### src/rtl/freq_gate_ctrl.sv
// freq_gate_ctrl
// Measurement sequencer for the frequency-counter datapath. A start request
// flushes the datapath with a one-cycle clear pulse. A gate of exactly
// GATE_CYCLES clocks then opens, and rising edges of the synchronized input
// are counted during it. The latched count is offered on a valid/ready
// result port. Continuous mode re-arms the sequencer after each transfer.
//
// Parameters:
//   GATE_CYCLES  gate window length in clk cycles (>= 1)
//   COUNT_W      width of edge counter and result
//
// Ports:
//   clk      in   sole clock, rising edge
//   reset    in   synchronous active-high reset
//   start_i  in   start a measurement (sampled only in IDLE)
//   cont_i   in   continuous mode, sampled at result transfer
//   sig_i    in   signal under measurement, already synchronized to clk
//   ready_i  in   result consumer ready
//   clr_o    out  one-cycle datapath flush pulse
//   gate_o   out  high for the whole gate window
//   busy_o   out  high in every state except IDLE
//   valid_o  out  result valid
//   count_o  out  latched edge count
//   ovf_o    out  overflow flag (only when FREQ_GATE_OVF_EN is defined)
//
// Build option FREQ_GATE_OVF_EN: when defined, the edge counter saturates
// and a sticky overflow flag is reported on ovf_o. When undefined, the
// counter wraps and the ovf_o port is absent.

module freq_gate_ctrl #(
   parameter int GATE_CYCLES = 1000,
   parameter int COUNT_W     = 16
) (
   input  logic               clk,
   input  logic               reset,
   input  logic               start_i,
   input  logic               cont_i,
   input  logic               sig_i,
   input  logic               ready_i,
   output logic               clr_o,
   output logic               gate_o,
   output logic               busy_o,
   output logic               valid_o,
`ifdef FREQ_GATE_OVF_EN
   output logic [COUNT_W-1:0] count_o,
   output logic               ovf_o
`else
   output logic [COUNT_W-1:0] count_o
`endif
);

   localparam int GCW = (GATE_CYCLES > 1) ? $clog2(GATE_CYCLES) : 1;
   localparam logic [GCW-1:0] GATE_LAST = GCW'(GATE_CYCLES - 1);

   typedef enum logic [1:0] {
      ST_IDLE  = 2'd0,
      ST_CLEAR = 2'd1,
      ST_GATE  = 2'd2,
      ST_HOLD  = 2'd3
   } state_t;

   state_t             state_r;
   logic [GCW-1:0]     gate_cnt_r;
   logic [COUNT_W-1:0] edge_cnt_r;
   logic               sig_q_r;
   logic               edge_s;
   logic [COUNT_W-1:0] cnt_nxt_s;

`ifdef FREQ_GATE_OVF_EN
   localparam logic [COUNT_W-1:0] CNT_MAX = {COUNT_W{1'b1}};
   logic ovf_r;
   logic ovf_nxt_s;
`endif

   // Rising-edge detect and next edge-count value (wrap or saturate)
   always_comb begin
      edge_s    = 1'b0;
      cnt_nxt_s = edge_cnt_r;
`ifdef FREQ_GATE_OVF_EN
      ovf_nxt_s = ovf_r;
`endif
      if (state_r == ST_GATE) begin
         edge_s = sig_i & ~sig_q_r;
      end else begin
         edge_s = 1'b0;
      end
      if (edge_s) begin
`ifdef FREQ_GATE_OVF_EN
         if (edge_cnt_r == CNT_MAX) begin
            cnt_nxt_s = edge_cnt_r;
            ovf_nxt_s = 1'b1;
         end else begin
            cnt_nxt_s = edge_cnt_r + COUNT_W'(1);
            ovf_nxt_s = ovf_r;
         end
`else
         cnt_nxt_s = edge_cnt_r + COUNT_W'(1);
`endif
      end else begin
         cnt_nxt_s = edge_cnt_r;
      end
   end

   // Sequencer FSM with registered outputs and counters
   always_ff @(posedge clk) begin
      if (reset) begin
         state_r    <= ST_IDLE;
         gate_cnt_r <= '0;
         edge_cnt_r <= '0;
         sig_q_r    <= 1'b0;
         clr_o      <= 1'b0;
         gate_o     <= 1'b0;
         busy_o     <= 1'b0;
         valid_o    <= 1'b0;
         count_o    <= '0;
`ifdef FREQ_GATE_OVF_EN
         ovf_r      <= 1'b0;
         ovf_o      <= 1'b0;
`endif
      end else begin
         // sig_q also gets loaded in CLEAR, so a level already high at gate
         // open is not seen as an edge.
         sig_q_r <= sig_i;
         case (state_r)
            ST_IDLE: begin
               if (start_i) begin
                  state_r <= ST_CLEAR;
                  clr_o   <= 1'b1;
                  busy_o  <= 1'b1;
               end else begin
                  state_r <= ST_IDLE;
               end
            end
            ST_CLEAR: begin
               state_r    <= ST_GATE;
               clr_o      <= 1'b0;
               gate_o     <= 1'b1;
               edge_cnt_r <= '0;
               gate_cnt_r <= '0;
`ifdef FREQ_GATE_OVF_EN
               ovf_r      <= 1'b0;
`endif
            end
            ST_GATE: begin
               edge_cnt_r <= cnt_nxt_s;
`ifdef FREQ_GATE_OVF_EN
               ovf_r      <= ovf_nxt_s;
`endif
               if (gate_cnt_r == GATE_LAST) begin
                  // Latch the next-value so an edge on the last gate cycle counts
                  state_r <= ST_HOLD;
                  gate_o  <= 1'b0;
                  valid_o <= 1'b1;
                  count_o <= cnt_nxt_s;
`ifdef FREQ_GATE_OVF_EN
                  ovf_o   <= ovf_nxt_s;
`endif
               end else begin
                  gate_cnt_r <= gate_cnt_r + GCW'(1);
               end
            end
            ST_HOLD: begin
               if (ready_i) begin
                  valid_o <= 1'b0;
                  if (cont_i) begin
                     state_r <= ST_CLEAR;
                     clr_o   <= 1'b1;
                  end else begin
                     state_r <= ST_IDLE;
                     busy_o  <= 1'b0;
                  end
               end else begin
                  state_r <= ST_HOLD;
               end
            end
            default: begin
               state_r <= ST_IDLE;
               clr_o   <= 1'b0;
               gate_o  <= 1'b0;
               busy_o  <= 1'b0;
               valid_o <= 1'b0;
            end
         endcase
      end
   end

endmodule
### config.mk
export PLATFORM = sky130hd
export DESIGN_NAME = freq_gate_ctrl
export DESIGN_NICKNAME = d
export VERILOG_FILES = /design/src/rtl/freq_gate_ctrl.sv
export SDC_FILE = /design/constraint.sdc
export NUM_CORES = 1
export LEC_CHECK = 0
export ABC_AREA = 1
export ABC_CLOCK_PERIOD_IN_PS = 2480
export CAP_MARGIN = 20
export CORE_MARGIN = 3
export CORE_UTILIZATION = 51
export CTS_BUF_LIST = sky130_fd_sc_hd__clkbuf_4 sky130_fd_sc_hd__clkbuf_8
export CTS_CLUSTER_DIAMETER = 200
export DETAILED_ROUTE_END_ITERATION = 10
export GPL_ROUTABILITY_DRIVEN = 0
export PLACE_DENSITY_LB_ADDON = 0.25
export SETUP_SLACK_MARGIN = 0.15
export SYNTH_ARGS = -nofsm -noshare
export SYNTH_HDL_FRONTEND = slang
export SYNTH_SLANG_ARGS = --single-unit
### constraint.sdc
create_clock -name clk -period 2.48 [get_ports clk]
set_input_delay 0.62 -clock clk [delete_from_list [all_inputs] [get_ports clk]]
set_output_delay 0.62 -clock clk [all_outputs]
set_load 0.01 [all_outputs]
==> results.yml, run 1 <==
outcome:
  outcome: "finished clean"
worst_setup_path:
  endpoint_kind: "flop"
  cp_data_arrival_time_ps: 2220
  path_max_fanout: 11
  crit_required_ps: 2680
  crit_type: "reg -> reg"
  cp-start-kind: "flop"
sta:
  rsz0062_at_grt: "false"
  totalNegativeSetupSlack_ps: 0
  finalCritPeriodShare: 0.814
  setup_viol: 0
  fin_skew_ps: 9.86
  layout_min_cycle_time_ps: 2020
  drv_slew: 0
  worstMarginPinSlew_ps: 570
  hold_slack_ps: 459
  fmax_mhz: 495
  finalHoldViolCount: 0
  relSlewSlack: 0.619
clocking:
  clock_sinks: 49
  post_cts_resize_count: 0
  cts_setup_buffers: 0
  cts_tree: "done"
  clockBufferDepth: 2
  cts.htree.levels: 2
  cts-root-buf: "clkbuf_8"
  clk_pin_slew_worst_paths_ps: 90
  clock_latency_ps: 300
  cts_buffers: 5
  hold_buffers: 0
grt:
  overflow: 0
  track_usage: 0.194
  grt_pass1_wl_mm: 9.36
  grt_max_degree: 27
  grt_pass1_vias: 2055
  grt_antenna_before_repair: 0
drt:
  viasPerCell: 5.03
  routedWlPerCell_um: 12.2
  dr.pass1.iters: 4
  drc: 0
  antenna_left: 0
  vias: 2304
  drt-initial-drc-count: 230
  wl_mm: 5.60
job:
  cap_violations: 0
die:
  core-area_mm2: 0.00479
  io_pins: 26
  rows: 25
  die_h_um: 76.7
  die_area_mm2: 0.00589
  die_width_um: 76.7
  start_util: 0.533
cells_and_area:
  layout.nets: 403
  layout-drive-gt1-share: 0.0844
  num_antenna_cells: 0
  syn_to_final_growth_pct: 15.2
  fillCellCount: 469
  fin_util: 0.615
synthesis:
  synth_edf_count: 0
  synth_top_cell_area_share: 0.384
  synth-async-reset-ratio: 0
  syn_area_mm2: 0.00255
  synth_fp_nets: 378
  yosysUniqueCellTypes: 36
  synth_warnings: 0
  seq_area_frac_synth: 0.384
  yosysTopAreaCell: "dfxtp_1"
  synthTopCellsByArea: "dfxtp_1 (38%), nand2_1 (14%), inv_1 (5.7%)"
  syn_avg_cell_area_um2: 6.99
  synth-seq-cells: 49
  ys.flop_type: "dfxtp_1"
  syn_inst: 365
pwr:
  powerDensity_mw_per_mm2: 538
  peakVddDrop_mv: 0.293
  leakagePower_nw: 1.14
placement:
  dp_hpwl_mm: 4.05
  io_buffers: 25
min_path:
  hp-class: "reg -> reg"
## cells in the mapped netlist (2+ instances only)
cell       n
nand2_1   95
dfxtp_1   49
inv_1     39
nor2_1    39
a21oi_1   29
o21ai_0   20
nand3_1   16
ha_1       7
nand4_1    7
nor2_2     5
xnor2_1    5
a21oi_2    4
clkbuf_1   4
nor3_1     4
o21ai_1    4
nand2_2    3
nand3b_1   3
nor2_4     3
o21a_1     3
o21bai_1   3
a21o_1     2
buf_2      2
buf_6      2
clkinv_1   2
nand2_4    2
o211ai_1   2
or2_2      2
## where the power goes
group	leakage, nW	internal, W	switching [W]
logic	0.702	0.0000919	0.000179
clock network	0.0453	0.000222	0.000261
registers	0.396	0.000810	0.0000189
## routing by layer
layer | vias up | part of all wire | wire, µm | global-route usage
met3 | 2 | 0.057 | 322 | 0.0399
li1 | 1223 | - | - | -
met2 | 64 | 0.43 | 2380 | 0.300
met5 | - | 0 | 0 | 0
met1 | 1015 | 0.51 | 2860 | 0.272
met4 | 0 | 0.0064 | 36 | 0.0562
## metrics by stage
step / worst slack, ps / total power [W] / cell area, µm² / instances
after CTS: 482 / 0.00159 / 2940 / 458
after global placement: 346 / 0.00112 / 2850 / 450
final: 461 / 0.00158 / 2940 / 458
after floorplan: 950 / 0.00103 / 2550 / 365
after global routing: 275 / 0.00166 / 2940 / 458
after detailed placement: 315 / 0.00112 / 2850 / 450
## registers in the layout (all words and copies together), names as in the netlist
name / flops
clr_o: 1
count_o: 16
valid_o: 1
edge_cnt_r: 16
gate_o: 1
busy_o: 1
state_r: 2
sig_q_r: 1
gate_cnt_r: 10
## final timing paths
kind                                  from          to  slack [ps]  cells after the start
worst max-delay path            state_r[0]      gate_o         460                      5
worst min-delay path            count_o[4]  count_o[4]         460                      2
worst max register to register  state_r[0]      gate_o         460                      5
worst min register to register  count_o[4]  count_o[4]         460                      2
## final cells by class
cell class,instances,area (µm²),area share
well taps,67,83.8,0.0285
clock inverters,1,7.51,0.00255
multi-input cells,265,1360,0.463
clock buffers,7,83.8,0.0285
repair buffers,27,265,0.0902
flip-flops and latches,49,981,0.333
inverters,42,159,0.0540
## logic make-up after synthesis
kind of cell             count (synthesis)  share of synthesized area
AO/OA/AOI/OAI                           68                      0.150
XOR/XNOR                                 7                     0.0270
adder cells (fa/ha/maj)                  7                     0.0343
buffers and inverters                   51                     0.0823
flip-flops                              49                      0.384
AND/OR/NAND/NOR                        183                      0.323
## layout by cell type (no fill, tap or decap), types with 5 or more instances in the layout
master           synthesis  layout
nand2_1                 95      95
dfxtp_1                 49      49
inv_1                   39      39
nor2_1                  39      39
a21oi_1                 29      29
clkdlybuf4s50_1          0      25
o21ai_0                 20      20
nand3_1                 16      16
nand4_1                  7       7
ha_1                     7       7
nor2_2                   5       5
xnor2_1                  5       5
clkbuf_8                 0       5
## worst max-delay path, cell delays in order (launching register included)
cell,delay (ps)
dfxtp_1,360
inv_1,120
ha_1,490
nand4_1,560
o21ai_0,330
inv_1,60
(Power assumes the default switching activity.)
==> inputs of run 2 (changes only) <==
--- a/config.mk
+++ b/config.mk
@@ -6,7 +6,7 @@
 export NUM_CORES = 1
 export LEC_CHECK = 0
 export ABC_AREA = 1
-export ABC_CLOCK_PERIOD_IN_PS = 2480
+export ABC_CLOCK_PERIOD_IN_PS = 1800
 export CAP_MARGIN = 20
 export CORE_MARGIN = 3
 export CORE_UTILIZATION = 51
==> constraint.sdc (replaced) <==
create_clock -name clk -period 1.8 [get_ports clk]
set_input_delay 0.45 -clock clk [delete_from_list [all_inputs] [get_ports clk]]
set_output_delay 0.45 -clock clk [all_outputs]
set_load 0.01 [all_outputs]
==> results.yml, run 2 (synthesis results as in run 1) <==
worst_setup_path:
  cp_data_arrival_time_ps: 1150
  critPathSlowestCell: "clkdlybuf4s50_1"
  slowest_delay_ps: 530
  endpoint_kind: "primary output"
  cp-start-kind: "flop"
  crit_family: "buffers and inverters"
  path_cells: "clkdlybuf4s50_1"
  ff2ff_setup_slack_ps: 260
  path_max_fanout: 2
  crit_required_ps: 1350
  crit_type: "reg -> out"
  cp_num_buf_inv: 1
drt:
  dr.pass1.iters: 4
  drc: 0
  vias: 2401
  drt-initial-drc-count: 98
  viasPerCell: 5.11
  wl_mm: 5.91
  antenna_left: 0
  routedWlPerCell_um: 12.6
pwr:
  leakagePower_nw: 1.52
  intPower_w: 0.00161
  powerDensity_mw_per_mm2: 717
  peakVddDrop_mv: 0.484
  switching_share: 0.289
  p_sw_w: 0.000656
  combPwrFrac: 0.201
  pwr-share-clk: 0.295
  power.share.sequential: 0.504
grt:
  grt-busiest-layer: "met2"
  grt_antenna_before_repair: 0
  met1_usage: 0.267
  grtUsageMet2: 0.348
  grt_pass1_wl_mm: 10.2
  grt_pass1_vias: 2281
  overflow: 0
  grt_util_met3: 0.0411
  grt_max_degree: 27
  track_usage: 0.209
sta:
  setup_slack_ps: 195
  layout_min_cycle_time_ps: 1600
  fmax_mhz: 623
  finalHoldViolCount: 0
  totalNegativeSetupSlack_ps: 0
  finalCritPeriodShare: 0.892
  worstMarginPinSlew_ps: 317
  relSlewSlack: 0.787
  fin_skew_ps: 9.34
  setup_viol: 0
  rsz0062_at_grt: "false"
  drv_slew: 0
clocking:
  clockBufferDepth: 2
  clk_pin_slew_worst_paths_ps: 80
  cts_buffers: 5
  cts-root-buf: "clkbuf_8"
  cts.htree.levels: 2
  cts_tree: "done"
  clock_sinks: 49
  clock_latency_ps: 300
die:
  die_width_um: 76.7
  die_area_mm2: 0.00589
  start_util: 0.533
  io_pins: 26
  rows: 25
  core-area_mm2: 0.00479
  die_h_um: 76.7
cells_and_area:
  final_cell_mix: "nand2_1 (92), dfxtp_1 (46), inv_1 (38)"
  layout.nets: 416
  fillCellCount: 413
  final_common_cell: "nand2_1"
  reg_top3: "count_o x16, edge_cnt_r x16, gate_cnt_r x10"
  num_antenna_cells: 0
  layout-drive-gt1-share: 0.144
  syn_to_final_growth_pct: 24.0
placement:
  io_buffers: 25
  dp_slack_ps: -140
  dp_hpwl_mm: 4.18
outcome:
  outcome: "finished clean"
job:
  cap_violations: 0
min_path:
  hp-class: "reg -> reg"
run 2: cell types whose count changed in the layout (fill, tap and decap cells not counted), sizes merged:
cell	before	now
dlygate4sd2	0	4
clkdlybuf4s50	25	5
dlymetal6s2s	0	16
inv	39	40
clkinv	3	2
clkinvlp	1	0
buf	2	15
run 2: final timing paths:
check,start,to,cells after the start
max reg2reg,state_r[0],busy_o,10
max,count_o[6],count_o[6],1
min reg2reg,count_o[1],count_o[1],2
min,count_o[1],count_o[1],2
run 2: metal layers:
layer	share of wire	wire (µm)
met1	0.46	2740
met2	0.48	2850
met3	0.042	248
met4	0.012	69
met5	0	0
run 2: final cells by class:
cell class | count | area (µm²) | area share
Clock buffer | 7 | 90.1 | 0.0285
Inverter | 42 | 165 | 0.0522
Multi-Input combinational cell | 265 | 1430 | 0.452
Sequential cell | 49 | 985 | 0.311
Tap cell | 67 | 83.8 | 0.0265
Timing Repair Buffer | 40 | 410 | 0.130
run 2: power groups by stage:
| stage | registers [W] | clock network [W] | logic [W] |
|---|---|---|---|
| 6_report | 0.00114 | 0.000670 | 0.000456 |
| 4_1_cts | 0.00114 | 0.000683 | 0.000412 |
| 5_1_grt | 0.00115 | 0.000731 | 0.000503 |
| 3_3_place_gp | 0.00116 | 0 | 0.000410 |
| 3_5_place_dp | 0.00116 | 0 | 0.000414 |
| 2_1_floorplan | 0.00117 | 0 | 0.000246 |
run 2: timing repair:
item / CTS / global route
hold buffers: 0 / 0
buffers inserted: 0 / 3
pin swaps: 0 / 1
resized for setup: 5 / 38
endpoints found under the setup margin: 20 / 55
run 2: per-stage QoR:
stage,hold slack [ps],area (µm²),cells,utilization,total power [W]
2_1_floorplan,447,2550,365,-,0.00142
3_3_place_gp,436,2940,460,0.614,0.00157
3_5_place_dp,442,2940,460,0.614,0.00158
4_1_cts,454,3030,467,0.632,0.00223
5_1_grt,492,3160,470,0.661,0.00238
6_report,452,3160,470,0.661,0.00227
